## src/rtl/mem_arb_pkg.sv

```systemverilog
// Shared types and constants for the instruction/data cache memory arbiter.
package mem_arb_pkg;

   localparam int unsigned ADDR_W_DEF = 32;
   localparam int unsigned LINE_W_DEF = 128;

   typedef enum logic [1:0] {
      IDLE = 2'd0,
      BUSY = 2'd1,
      RESP = 2'd2
   } arb_state_t;

   localparam logic REQ_I = 1'b0;
   localparam logic REQ_D = 1'b1;

   // The port that should be favoured after the given port has been granted.
   function automatic logic other_port(input logic id);
      return ~id;
   endfunction

endpackage

```

## src/rtl/mem_arbiter_arb_pick.sv

```systemverilog
// Combinational two-way picker: returns the id of the requester to grant.
module arb_pick
   import mem_arb_pkg::*;
(
   input  logic i_req,
   input  logic d_req,
   input  logic ptr,
   input  logic rr_mode,
   output logic grant_c
);

   // Contention resolves to the pointer in round-robin mode, otherwise to D.
   always_comb begin
      grant_c = REQ_I;
      if (i_req && d_req) begin
         grant_c = rr_mode ? ptr : REQ_D;
      end else if (d_req) begin
         grant_c = REQ_D;
      end
   end

endmodule

```

## src/rtl/mem_arbiter.sv

```systemverilog
// Arbitrates I-cache refills and D-cache refill/writeback onto one memory port.
// Define MEM_ARB_ROUND_ROBIN_EN to alternate grants on contention instead of fixed D priority.
module mem_arbiter
   import mem_arb_pkg::*;
#(
   parameter int unsigned ADDR_W = ADDR_W_DEF,
   parameter int unsigned LINE_W = LINE_W_DEF
) (
   input  logic              clk,
   input  logic              rst_n,
   input  logic              i_req,
   input  logic [ADDR_W-1:0] i_addr,
   output logic              i_ack,
   output logic [LINE_W-1:0] i_rdata,
   input  logic              d_req,
   input  logic              d_we,
   input  logic [ADDR_W-1:0] d_addr,
   input  logic [LINE_W-1:0] d_wdata,
   output logic              d_ack,
   output logic [LINE_W-1:0] d_rdata,
   output logic              mem_req,
   output logic              mem_we,
   output logic [ADDR_W-1:0] mem_addr,
   output logic [LINE_W-1:0] mem_wdata,
   input  logic              mem_ready,
   input  logic [LINE_W-1:0] mem_rdata,
   output logic              busy
);

   arb_state_t state_q, state_d;
   logic       start_c;
   logic       done_c;
   logic       grant_c;
   logic       id_q;
   logic       ptr_q;
   logic       rr_mode;

`ifdef MEM_ARB_ROUND_ROBIN_EN
   assign rr_mode = 1'b1;

   // Pointer names the port to favour on the next contended grant.
   always_ff @(posedge clk or negedge rst_n) begin
      if (!rst_n) begin
         ptr_q <= REQ_I;
      end else if (start_c) begin
         ptr_q <= other_port(grant_c);
      end
   end
`else
   assign rr_mode = 1'b0;
   assign ptr_q   = REQ_D;
`endif

   arb_pick u_pick (
      .i_req   (i_req),
      .d_req   (d_req),
      .ptr     (ptr_q),
      .rr_mode (rr_mode),
      .grant_c (grant_c)
   );

   always_ff @(posedge clk or negedge rst_n) begin
      if (!rst_n) begin
         state_q <= IDLE;
      end else begin
         state_q <= state_d;
      end
   end

   always_comb begin
      state_d = state_q;
      start_c = 1'b0;
      done_c  = 1'b0;
      case (state_q)
         IDLE: begin
            if (i_req || d_req) begin
               start_c = 1'b1;
               state_d = BUSY;
            end
         end
         BUSY: begin
            if (mem_ready) begin
               done_c  = 1'b1;
               state_d = RESP;
            end
         end
         RESP:    state_d = IDLE;
         default: state_d = IDLE;
      endcase
   end

   // Control outputs are registered copies of the next-state decode.
   always_ff @(posedge clk or negedge rst_n) begin
      if (!rst_n) begin
         mem_req <= 1'b0;
         busy    <= 1'b0;
         i_ack   <= 1'b0;
         d_ack   <= 1'b0;
      end else begin
         mem_req <= (state_d == BUSY);
         busy    <= (state_d != IDLE);
         i_ack   <= done_c && (id_q == REQ_I);
         d_ack   <= done_c && (id_q == REQ_D);
      end
   end

   // Request payload is latched at grant; returned line goes to the granted port only.
   always_ff @(posedge clk or negedge rst_n) begin
      if (!rst_n) begin
         id_q      <= REQ_I;
         mem_we    <= 1'b0;
         mem_addr  <= '0;
         mem_wdata <= '0;
         i_rdata   <= '0;
         d_rdata   <= '0;
      end else begin
         if (start_c) begin
            id_q      <= grant_c;
            mem_we    <= (grant_c == REQ_D) && d_we;
            mem_addr  <= (grant_c == REQ_D) ? d_addr : i_addr;
            mem_wdata <= (grant_c == REQ_D) ? d_wdata : '0;
         end
         if (done_c) begin
            if (id_q == REQ_D) begin
               d_rdata <= mem_rdata;
            end else begin
               i_rdata <= mem_rdata;
            end
         end
      end
   end

endmodule

```

## config.mk

```make
export PLATFORM = sky130hd
export DESIGN_NAME = mem_arbiter
export DESIGN_NICKNAME = d
export VERILOG_FILES = /design/src/rtl/mem_arb_pkg.sv /design/src/rtl/mem_arbiter_arb_pick.sv /design/src/rtl/mem_arbiter.sv
export SDC_FILE = /design/constraint.sdc
export NUM_CORES = 1
export LEC_CHECK = 0
export CAP_MARGIN = 20
export CORE_AREA = 10 10 279 281
export CTS_CLUSTER_DIAMETER = 120
export DETAILED_ROUTE_END_ITERATION = 10
export DIE_AREA = 0 0 289 291
export GPL_ROUTABILITY_DRIVEN = 0
export GPL_TIMING_DRIVEN = 0
export HOLD_SLACK_MARGIN = 0.12
export SLEW_MARGIN = 20
export SYNTH_ARGS = -nofsm -noshare
export SYNTH_HDL_FRONTEND = slang
export SYNTH_SLANG_ARGS = --single-unit
```

## constraint.sdc

```tcl
create_clock -name clk -period 5.15 [get_ports clk]
set_clock_uncertainty 0.2 [all_clocks]
set_input_delay 1.03 -clock clk [delete_from_list [all_inputs] [get_ports clk]]
set_output_delay 1.03 -clock clk [all_outputs]
set_load 0.005 [all_outputs]
```

==> results.ini <==
[status]
run_status = finished clean

[synthesis]
post_synth_main_area_contributors = dfrtp_1 64%, mux2_4 12%, a22o_1 6.8%, mux2_1 6.7%, mux2_2 6.3%
yosysTopAreaCellShare_pct = 64.2
ys_seq_elements = 424
synth.net_count = 1278
post-synth-top-area-cell = dfrtp_1
synth.yosys.warnings = 0
netlist-cell-type-count = 22
postSynthCellCount = 952
synth_area_um2 = 16500
postSynthAreaPerCell_um2 = 17.4
ys_seq_area_share_pct = 64.2

[setup_path]
timing.rr.end = i_rdata[13]
worst_r2r_path_depth = 5
crit_path_end_kind = primary output
worst_r2r_startpoint = state_q[1]
worstPathCellList = clkdlybuf4s50_1
crit_required_ns = 3.92
worst-path-max-fanout = 2
maximum_cell_stage_delay_along_the_critical_path_ns = 0.56
critical-path-slowest-cell = clkdlybuf4s50_1
setup.worst_path.class = flip-flop to primary output
start_kind = flip-flop
critical_path_arrival_ns = 1.55
critical_path.n_buffers_inverters = 1
r2r_slack_ns = 3.05
critical_path.top_delay_family = buffers and inverters

[sta]
postLayoutSetupSlackWorst_ns = 2.37
slew_viol_final = 0
worst_slew_pin_slew_ns = 0.639
finalHoldViolCount = 0
min_period_over_period_pct = 54.0
maxSlewHeadroom_pct = 57.4
hold-worst-slack_ns = 0.289
rsz0062_at_grt = false
timing.final.crit_period_ns = 2.78
max_clock_freq_mhz = 360
final-setup-viol-count = 0

[clock_network]
cts_tree = done
worst_skew_pair.late_latency_ns = 0.56
post_cts_buffers = 0
cts-buffers-inserted = 49
ctsLongestPathBuffers = 3
clock_sinks = 424
htree_levels = 2
clkTransAtPathRegs_ns = 0.06
clock-root-buffer = clkbuf_16

[layout]
final_area_um2 = 27000
ratio_of_cells_with_drive_above_1_in_the_final_layout_pct = 20.3
fillerInstances = 6925
fin_nets = 2080
final_core_utilization_pct = 37.3
area_growth_syn_to_layout_pct = 63.3

[detailed_routing]
detailedRoute.firstIterationViolations = 414
drt.antenna.violating_nets = 0
dr_total_vias = 11512
remaining_drc_errors = 0
drt-total-wl_um = 62900
vias_per_cell = 4.17
routed_wire_length_per_instance_um = 22.8
drt_pass1_iterations = 4

[power_and_ir_drop]
p_leak_nw = 11.5
power_density_nw_per_um2 = 630
vdd_ir_drop_max_mv = 0.368

[placement]
port-buffer-count = 745
placed_area_um2 = 25300
placement.setup.worst_slack_ns = 1.90
dp.final_hpwl_um = 50400

[global_routing]
grt_pass1_wl_um = 91500
largest_net_degree_at_the_start_of_global_routing = 99
global_route.usage.total_pct = 14.4
grt_antenna_before_repair = 14
via_count_of_the_first_global_routing_pass = 13144
grt_overflow = 0

[floorplanning]
die_h_um = 291
floorplan.initialDensity_pct = 22.9
die-width_um = 289
design.die.area_um2 = 84100
row_count = 99
core_um2 = 72300
design.portCount = 747

[min_path]
worstHoldEndpoint = d_rdata[82]
hold_depth = 1
hold_path_startpoint = d_rdata[82]
worst_hold_path_type = flip-flop to flip-flop

[run]
maxCapViolCount = 0

report_power, final:
| group | switching, mW | internal, mW | leakage [nW] |
|---|---|---|---|
| sequential | 0.976 | 5.02 | 5.15 |
| clock | 1.38 | 2.14 | 0.812 |
| combinational | 2.59 | 4.90 | 5.51 |
per-layer routing:
metal | GRT usage, % | wire [um] | share of wire (%) | up-vias
li1 | - | - | - | 5092
met5 | 0 | 69 | 0.11 | -
met3 | 5.73 | 6270 | 10 | 116
met4 | 4.90 | 2040 | 3.2 | 12
met1 | 14.8 | 21800 | 35 | 5796
met2 | 26.0 | 32800 | 52 | 496
state kept, by name (all words and copies together) (netlist names):
name,flops
busy,1
i_rdata,128
mem_req,1
i_ack,1
mem_wdata,128
mem_we,1
d_ack,1
d_rdata,128
state_q,2
mem_addr,32
id_q,1
cells in the final DEF, fill, tap and decap left out:
cell type / instances
mux2_2: 92
and2_1: 2
a21o_1: 1
buf_8: 1
and2b_1: 1
buf_2: 21
o21ai_1: 1
nor2_1: 1
dlygate4sd3_1: 1
bufinv_16: 3
clkbuf_16: 51
clkbuf_1: 16
mux2_1: 99
clkbuf_8: 13
nand3_2: 1
nor3b_4: 1
mux2_4: 129
o21ai_0: 2
clkdlybuf4s50_1: 744
clkinv_2: 7
buf_1: 4
diode_2: 8
buf_6: 15
a22o_1: 129
inv_6: 1
buf_12: 11
nand2b_4: 1
inv_2: 1
nand2_1: 2
buf_4: 11
dfrtp_1: 424
buf_16: 5
final cells by class:
cell class / instances / area [um^2] / share of cell area [%]
sequential: 424 / 10600 / 39.3
timing repair buffer: 751 / 7610 / 28.2
multi-input combinational: 462 / 5310 / 19.7
clock buffer: 77 / 1500 / 5.57
tap: 959 / 1200 / 4.44
buffer: 65 / 603 / 2.23
clock inverter: 11 / 134 / 0.496
antenna: 8 / 20.0 / 0.0741
inverter: 1 / 3.75 / 0.0139
synthesized netlist by cell type:
master	instances
dfrtp_1	424
a22o_1	129
mux2_4	129
mux2_1	99
mux2_2	92
buf_2	21
buf_6	15
buf_12	11
buf_4	11
buf_1	4
clkbuf_1	3
and2_1	2
nand2_1	2
o21ai_0	2
a21o_1	1
and2b_1	1
inv_2	1
nand2b_4	1
nand3_2	1
nor2_1	1
nor3b_4	1
o21ai_1	1
worst max-delay path by stage:
stage                     start            to  slack [ns]  depth (start not counted)
floorplan                 d_req  mem_addr[23]        2.78                          5
global placement          rst_n   mem_addr[3]      -15.83                          1
detailed placement    mem_ready   i_rdata[13]        1.90                          5
CTS                 d_rdata[11]   d_rdata[11]        2.27                          1
global route        d_rdata[10]   d_rdata[10]        2.30                          1
finish              d_rdata[10]   d_rdata[10]        2.37                          1
logic make-up (layout without fill, tap and decap cells):
family	after synthesis	count (layout)	synth area share, %
flip-flops	424	424	64.2
multiplexers	320	320	24.7
AO/OA/AOI/OAI	133	133	6.97
buffers and inverters	66	905	3.67
AND/OR/NAND/NOR	9	9	0.447
other	0	8	0
what timing repair did:
action | CTS | global route
setup endpoints to repair | 0 | 0
gates resized for setup | 0 | 0
endpoints found under the hold margin | 36 | 0
hold buffers | 1 | 0
stage by stage:
stage	power (mW)	std cells	setup TNS, ns
global placement	13.6	2656	-6681.56
finish	17.0	2758	0
detailed placement	13.7	2661	0
CTS	17.3	2750	0
floorplan	8.70	952	0
global route	18.0	2755	0
Note: power is estimated with default switching activity, not from simulation.
